File: src/rtl/ps2_receiver_if.sv
// PS/2 receiver bus: raw keyboard lines, FIFO pop/clear strobes and the
// receiver's FIFO head, occupancy and sticky error flags.
interface ps2_receiver_if #(
  parameter int unsigned FIFO_DEPTH = 8
) ();

  logic                          ps2_clk;
  logic                          ps2_data;
  logic                          rd;
  logic                          clr_err;
  logic [7:0]                    data;
  logic                          ready;
  logic [$clog2(FIFO_DEPTH):0]   count;
  logic                          parity_err;
  logic                          frame_err;
  logic                          overflow;

  // Host / keyboard side
  modport master (
    output ps2_clk, ps2_data, rd, clr_err,
    input  data, ready, count, parity_err, frame_err, overflow
  );

  // Receiver side
  modport slave (
    input  ps2_clk, ps2_data, rd, clr_err,
    output data, ready, count, parity_err, frame_err, overflow
  );

endinterface

File: src/rtl/ps2_receiver.sv
// PS/2 keyboard receiver: synchronises the raw bus, decodes 11-bit frames
// (start, 8 data LSB-first, odd parity, stop) and queues good bytes in a FIFO.
module ps2_receiver #(
  parameter int unsigned FIFO_DEPTH = 8,
  parameter int unsigned TIMEOUT    = 50000
) (
  input logic           clk_in,
  input logic           rst,
  ps2_receiver_if.slave bus
);

  localparam int unsigned PtrW  = $clog2(FIFO_DEPTH);
  localparam int unsigned CntW  = PtrW + 1;
  localparam int unsigned IdleW = $clog2(TIMEOUT);

  localparam logic [IdleW-1:0] IdleMax = IdleW'(TIMEOUT - 1);
  localparam logic [CntW-1:0]  CntFull = CntW'(FIFO_DEPTH);

  localparam logic [1:0] StIdle   = 2'd0;
  localparam logic [1:0] StData   = 2'd1;
  localparam logic [1:0] StParity = 2'd2;
  localparam logic [1:0] StStop   = 2'd3;

  // Synchronisers and edge history
  logic clk_meta_q, clk_sync_q, clk_prev_q;
  logic data_meta_q, data_sync_q;
  logic fall;

  // Frame decoder
  logic [1:0]       state_q, state_d;
  logic [2:0]       bit_cnt_q, bit_cnt_d;
  logic [7:0]       shift_q, shift_d;
  logic             par_q, par_d;
  logic [IdleW-1:0] idle_q, idle_d;
  logic             parity_ok;
  logic             push, set_perr, set_ferr;

  // FIFO
  logic [7:0]      mem_q [FIFO_DEPTH];
  logic [PtrW-1:0] wr_ptr_q, rd_ptr_q;
  logic [CntW-1:0] count_q, count_d;
  logic            empty, full, pop, wr_en, set_ovf;

  // Sticky flags
  logic perr_q, ferr_q, ovf_q;

  // Two-flop synchronisers plus one history flop on the clock line; idle bus is high
  always_ff @(posedge clk_in or posedge rst) begin
    if (rst) begin
      clk_meta_q  <= 1'b1;
      clk_sync_q  <= 1'b1;
      clk_prev_q  <= 1'b1;
      data_meta_q <= 1'b1;
      data_sync_q <= 1'b1;
    end else begin
      clk_meta_q  <= bus.ps2_clk;
      clk_sync_q  <= clk_meta_q;
      clk_prev_q  <= clk_sync_q;
      data_meta_q <= bus.ps2_data;
      data_sync_q <= data_meta_q;
    end
  end

  assign fall      = clk_prev_q & ~clk_sync_q;
  // Odd parity over data plus parity bit
  assign parity_ok = ^{shift_q, par_q};

  // Frame decoder next state; data is sampled on the detected falling edge
  always_comb begin
    state_d   = state_q;
    bit_cnt_d = bit_cnt_q;
    shift_d   = shift_q;
    par_d     = par_q;
    idle_d    = idle_q;
    push      = 1'b0;
    set_perr  = 1'b0;
    set_ferr  = 1'b0;
    if (fall) begin
      idle_d = '0;
      case (state_q)
        StIdle: begin
          if (!data_sync_q) begin
            state_d   = StData;
            bit_cnt_d = 3'd0;
          end
        end
        StData: begin
          shift_d   = {data_sync_q, shift_q[7:1]};
          bit_cnt_d = bit_cnt_q + 3'd1;
          if (bit_cnt_q == 3'd7) begin
            state_d = StParity;
          end
        end
        StParity: begin
          par_d   = data_sync_q;
          state_d = StStop;
        end
        StStop: begin
          state_d  = StIdle;
          set_perr = ~parity_ok;
          set_ferr = ~data_sync_q;
          push     = parity_ok & data_sync_q;
        end
        default: state_d = StIdle;
      endcase
    end else begin
      // Saturate so a long-idle bus never wraps the counter
      if (idle_q != IdleMax) begin
        idle_d = idle_q + 1'b1;
      end
      // Stalled partial frame: drop it silently
      if (state_q != StIdle && idle_q == IdleMax) begin
        state_d   = StIdle;
        bit_cnt_d = 3'd0;
        shift_d   = 8'h00;
      end
    end
  end

  // Frame decoder state
  always_ff @(posedge clk_in or posedge rst) begin
    if (rst) begin
      state_q   <= StIdle;
      bit_cnt_q <= 3'd0;
      shift_q   <= 8'h00;
      par_q     <= 1'b0;
      idle_q    <= '0;
    end else begin
      state_q   <= state_d;
      bit_cnt_q <= bit_cnt_d;
      shift_q   <= shift_d;
      par_q     <= par_d;
      idle_q    <= idle_d;
    end
  end

  assign empty   = (count_q == '0);
  assign full    = (count_q == CntFull);
  assign pop     = bus.rd & ~empty;
  // A same-cycle pop frees the slot the push lands in, even when full
  assign wr_en   = push & (~full | pop);
  assign set_ovf = push & full & ~pop;

  // FIFO occupancy next value
  always_comb begin
    count_d = count_q;
    if (wr_en && !pop) begin
      count_d = count_q + 1'b1;
    end else if (!wr_en && pop) begin
      count_d = count_q - 1'b1;
    end
  end

  // FIFO storage; contents need no reset since data is masked while empty
  always_ff @(posedge clk_in) begin
    if (wr_en) begin
      mem_q[wr_ptr_q] <= shift_q;
    end
  end

  // FIFO pointers and occupancy; pointers wrap naturally at a power-of-two depth
  always_ff @(posedge clk_in or posedge rst) begin
    if (rst) begin
      wr_ptr_q <= '0;
      rd_ptr_q <= '0;
      count_q  <= '0;
    end else begin
      if (wr_en) begin
        wr_ptr_q <= wr_ptr_q + 1'b1;
      end
      if (pop) begin
        rd_ptr_q <= rd_ptr_q + 1'b1;
      end
      count_q <= count_d;
    end
  end

  // Sticky error flags: clear, but a same-cycle new error wins
  always_ff @(posedge clk_in or posedge rst) begin
    if (rst) begin
      perr_q <= 1'b0;
      ferr_q <= 1'b0;
      ovf_q  <= 1'b0;
    end else begin
      perr_q <= (perr_q & ~bus.clr_err) | set_perr;
      ferr_q <= (ferr_q & ~bus.clr_err) | set_ferr;
      ovf_q  <= (ovf_q & ~bus.clr_err) | set_ovf;
    end
  end

  assign bus.data       = empty ? 8'h00 : mem_q[rd_ptr_q];
  assign bus.ready      = ~empty;
  assign bus.count      = count_q;
  assign bus.parity_err = perr_q;
  assign bus.frame_err  = ferr_q;
  assign bus.overflow   = ovf_q;

endmodule

File: src/flat_wrapper.sv
// flat-port wrapper written by rule: the top's interface ports become plain ports
module ps2_receiver_flat 
#(
  parameter int unsigned FIFO_DEPTH = 8,
  parameter int unsigned TIMEOUT    = 50000
)
  (clk_in, rst, bus_ps2_clk, bus_ps2_data, bus_rd, bus_clr_err, bus_data, bus_ready, bus_count, bus_parity_err, bus_frame_err, bus_overflow);
  ps2_receiver_if #(.FIFO_DEPTH(FIFO_DEPTH)) bus_i ();
  input logic clk_in;
  input logic rst;
  input wire logic [$bits(bus_i.ps2_clk)-1:0] bus_ps2_clk;
  input wire logic [$bits(bus_i.ps2_data)-1:0] bus_ps2_data;
  input wire logic [$bits(bus_i.rd)-1:0] bus_rd;
  input wire logic [$bits(bus_i.clr_err)-1:0] bus_clr_err;
  output wire logic [$bits(bus_i.data)-1:0] bus_data;
  output wire logic [$bits(bus_i.ready)-1:0] bus_ready;
  output wire logic [$bits(bus_i.count)-1:0] bus_count;
  output wire logic [$bits(bus_i.parity_err)-1:0] bus_parity_err;
  output wire logic [$bits(bus_i.frame_err)-1:0] bus_frame_err;
  output wire logic [$bits(bus_i.overflow)-1:0] bus_overflow;
  assign bus_i.ps2_clk = bus_ps2_clk;
  assign bus_i.ps2_data = bus_ps2_data;
  assign bus_i.rd = bus_rd;
  assign bus_i.clr_err = bus_clr_err;
  assign bus_data = bus_i.data;
  assign bus_ready = bus_i.ready;
  assign bus_count = bus_i.count;
  assign bus_parity_err = bus_i.parity_err;
  assign bus_frame_err = bus_i.frame_err;
  assign bus_overflow = bus_i.overflow;
  ps2_receiver #(.FIFO_DEPTH(FIFO_DEPTH), .TIMEOUT(TIMEOUT)) u_core (.clk_in(clk_in), .rst(rst), .bus(bus_i));
endmodule
File: config.mk
export PLATFORM = sky130hd
export DESIGN_NAME = ps2_receiver_flat
export DESIGN_NICKNAME = d
export VERILOG_FILES = /design/src/rtl/ps2_receiver_if.sv /design/src/rtl/ps2_receiver.sv /design/src/flat_wrapper.sv
export SDC_FILE = /design/constraint.sdc
export NUM_CORES = 1
export LEC_CHECK = 0
export ABC_AREA = 0
export ABC_CLOCK_PERIOD_IN_PS = 3300
export CAP_MARGIN = 0
export CORE_ASPECT_RATIO = 1.2
export CORE_MARGIN = 1.5
export CORE_UTILIZATION = 60
export CTS_CLUSTER_DIAMETER = 200
export CTS_CLUSTER_SIZE = 16
export DETAILED_ROUTE_END_ITERATION = 12
export GPL_ROUTABILITY_DRIVEN = 1
export GPL_TIMING_DRIVEN = 0
export PLACE_DENSITY = 0.79
export RECOVER_POWER = 50
export REMOVE_ABC_BUFFERS = 1
export SYNTH_ARGS = -nofsm -noshare
export SYNTH_HDL_FRONTEND = slang
export SYNTH_SLANG_ARGS = --single-unit
File: constraint.sdc
create_clock -name clk_in -period 3.3 [get_ports clk_in]
set_input_delay 0.33 -clock clk_in [delete_from_list [all_inputs] [get_ports clk_in]]
set_output_delay 0.33 -clock clk_in [all_outputs]
set_load 0.01 [all_outputs]
==> impl_metrics.csv <==
group,metric,value,unit
status,outcome,"finished with violations",
status,violations,"DRC, capacitance limit, slew limit",
global_routing,first_global_vias,2639,
timing,setup-tns-final,0,ns
critical_path,reg2regPathDepth,13,
critical_path,r2r_setup_slack,0.19,ns
timing,worstMarginPinSlew,1.76,ns
placed_design,gp_congestion,0.827,
floorplan,die_h,101,µm
critical_path,critical_path.max_stage_delay,0.58,ns
clock_network,clock_latency,0.36,ns
critical_path,rr_startpoint,"u_core.shift_q[2]",
placed_design,dpl.hpwl,5270,µm
yosys,synth_flop_cell,"edfxtp_1",
critical_path,start_kind,"flip-flop",
yosys,yosysWarnings,0,
critical_path,crit_start,"u_core.shift_q[2]",
power_and_ir_drop,powerDensity,749,nW/µm²
placed_design,dpl.cell_count,431,
global_routing,use_met3,3.91,%
drt,drc,2,
global_routing,grt_busiest_layer,"met2",
clock_network,path_clk_slew,0.11,ns
drt,vias_per_cell,5.88,
drt,ant_nets,0,
drt,vias,2630,
finish,nFillCells,538,
timing,finalClockSkew,0.0166,ns
global_routing,grt_overflow,0,
finish,final_cells,447,
timing,fin_crit_sh,94.2,%
critical_path,cp_max_fo,11,
floorplan,die-area,8590,µm²
global_routing,grt_pass1_wl,13200,µm
timing,setup_viol,0,
floorplan,io_pins,22,
floorplan,fp-row-count,35,
finish,drive_gt1_share,13.5,%
hold_path,hold_end,"u_core.data_sync_q",
global_routing,grtUsageMet1,27.1,%
global_routing,track_usage,20.5,%
hold_path,hp-start,"u_core.data_meta_q",
timing,period_needed,3.11,ns
hold_path,min_path_cells,0,
floorplan,start_util,62.3,%
timing,final_max_slew_viol_count,35,
critical_path,worstPathRequired,3.56,ns
clock_network,cts_tree,"done",
power_and_ir_drop,p_total,4.01,mW
global_routing,use_met2,34.8,%
power_and_ir_drop,ir_worst_vdd,0.000422,V
yosys,syn_area_per_cell,14.8,µm²
yosys,synth-seq-cells,112,
timing,finalHoldViolCount,0,
clock_network,clk_root_buffer_cell,"clkbuf_8",
yosys,synth_edf_count,64,
timing,fmax,0.322,GHz
drt,drt_iter0_markers,201,
clock_network,cts_made_buffers,9,
clock_network,cts_sinks,112,
critical_path,worst-setup-path-type,"flip-flop to flip-flop",
global_routing,antenna_found_initial,0,
drt,dr.pass1.iters,8,
floorplan,core,7750,µm²
critical_path,arrival,3.36,ns
yosys,synthArstFlopShare,42.9,%
flow_run,max_cap_viol_count,1,
floorplan,dieWidth,84.9,µm
critical_path,endpoint_kind,"flip-flop",
clock_network,htree_levels,3,
clock_network,postCtsSetupBuffers,0,
drt,post_drt_wl_per_cell,17.5,µm
timing,rsz0062_at_grt,"false",
critical_path,worstPathCellList,"xor2_1 -> xnor3_2 -> xnor2_4 -> nand2_2 -> inv_1 -> ha_1 -> inv_1 -> ha_1 -> a21o_1 -> a21oi_1 -> xnor2_1 -> nor2_1 -> xor2_1",
critical_path,crit_slowest_cell,"dfrtp_1",
critical_path,r2r-end,"u_core.bus.count[3]",
finish,syn2layout_area_growth,10.9,%
timing,slew_headroom,-17.2,%
finish,num_antenna_cells,0,
yosys,netlist_area,4830,µm²
clock_network,cts_buffer_depth,2,
drt,drt-total-wl,7830,µm
finish,nNetsFinal,369,
yosys,ys_types,47,
yosys,yosysSeqAreaShare,64.8,%
yosys,synthCells,325,
placed_design,portBuffers,21,
power_and_ir_drop,p_leak,2.04,nW
global_routing,grt_max_degree,35,
hold_path,hp-class,"flip-flop to flip-flop",
-- power by group --
group / switching [mW] / internal, mW / total [mW]
Combinational: 0.486 / 0.731 / 1.22
Sequential: 0.321 / 1.65 / 1.97
Clock: 0.462 / 0.361 / 0.823
Total: 1.27 / 2.74 / 4.01
-- area by class of cell --
| type | instances | area, µm² | share of cell area, % |
|---|---|---|---|
| Clock buffer | 9 | 124 | 2.31 |
| Inverter | 12 | 45.0 | 0.842 |
| Multi-Input combinational cell | 193 | 1650 | 30.7 |
| Tap cell | 92 | 115 | 2.15 |
| Clock inverter | 7 | 78.8 | 1.47 |
| Sequential cell | 112 | 3130 | 58.5 |
| Timing Repair Buffer | 22 | 214 | 4.00 |
-- cells by family (layout without fill, tap and decap cells) --
group / Yosys count / count (layout) / share of synthesized area (%)
fa+ha+maj: 13 / 13 / 3.53
flops: 112 / 112 / 64.8
buf+inv: 20 / 50 / 1.61
simple gates: 91 / 91 / 9.41
mux: 29 / 29 / 10.3
xor+xnor: 28 / 28 / 5.78
compound gates: 32 / 32 / 4.49
-- worst max-delay path: cells and delay by family (launching register included) --
family	cells	cell delay (ns)
compound gates	2	0.37
flops	1	0.58
xor+xnor	5	1.21
buf+inv	2	0.18
simple gates	2	0.19
fa+ha+maj	2	0.47
-- synth_stat cells, types with 2 or more instances --
master     n  share of area [%]
a21oi_1    7               0.73
a22o_1     9                1.6
and2_1     2               0.26
and3_1     3               0.39
and4_1     4               0.73
buf_1      3               0.23
buf_2      2               0.21
clkbuf_1   3               0.23
dfrtp_1   43                 22
dfstp_2    5                2.7
edfxtp_1  64                 40
ha_1      12                3.1
inv_1     12               0.93
mux2_2     3               0.70
mux2i_1    9                1.9
mux4_2    16                7.5
nand2_1   15                1.2
nand2b_1   3               0.39
nand3_1    7               0.73
nand4_1    2               0.26
nor2_1    38                3.0
nor2b_1    3               0.39
nor3_1     4               0.41
nor4b_1    2               0.36
o21ai_0    4               0.41
o21ai_1    2               0.21
o22ai_1    4               0.52
xnor2_1   15                2.7
xor2_1    11                2.0
-- sequential cells by signal, indices dropped and copies added, names as in the netlist, 2 cells and up --
| register | count |
|---|---|
| u_core.mem_q | 64 |
| u_core.bit_cnt_q | 3 |
| u_core.state_q | 2 |
| u_core.shift_q | 8 |
| u_core.idle_q | 16 |
| u_core.bus.count | 4 |
| u_core.wr_ptr_q | 3 |
| u_core.rd_ptr_q | 3 |
-- how the worst max path moves through the flow --
| stage | endpoint |
|---|---|
| final | u_core.bus.count[3] |
| after global routing | u_core.bus.count[3] |
| after CTS | bus_data[6] |
| after detailed placement | u_core.mem_q[4][3] |
| after global placement | u_core.mem_q[4][3] |
| after floorplan | u_core.bus.count[3] |
-- routing by layer --
metal | wire (µm) | vias up | share of wire [%]
li1 | - | 1255 | -
met4 | 38 | 0 | 0.49
met2 | 4140 | 42 | 53
met3 | 182 | 2 | 2.3
met5 | 0 | - | 0
met1 | 3470 | 1331 | 44
-- stage by stage --
stage               cell area (µm²)  hold WS, ns  worst slack, ns  utilization (%)
floorplan                      4790        0.334            0.218                -
global placement               5120        0.348           -0.475             66.0
detailed placement             5140        0.347          -0.0214             66.3
CTS                            5350        0.234           0.0559             69.1
global route                   5350        0.368           0.0285             69.1
finish                         5350        0.362            0.192             69.1
-- cell usage in the layout, fill, tap and decap left out, drive strengths merged, types with 9 or more instances in the layout --
master         Yosys  final
edfxtp            64     64
dfrtp             43     43
nor2              38     38
clkdlybuf4s50      0     18
mux4              16     16
xnor2             16     16
nand2             16     16
inv               12     15
ha                12     12
xor2              11     11
clkbuf             3     10
a22o               9      9
mux2i              9      9
-- timing repair --
item,in CTS,in global routing
hold buffers,0,0
endpoints found under the setup margin,16,9
gates resized for setup,2,3
(Power assumes the default switching activity.)
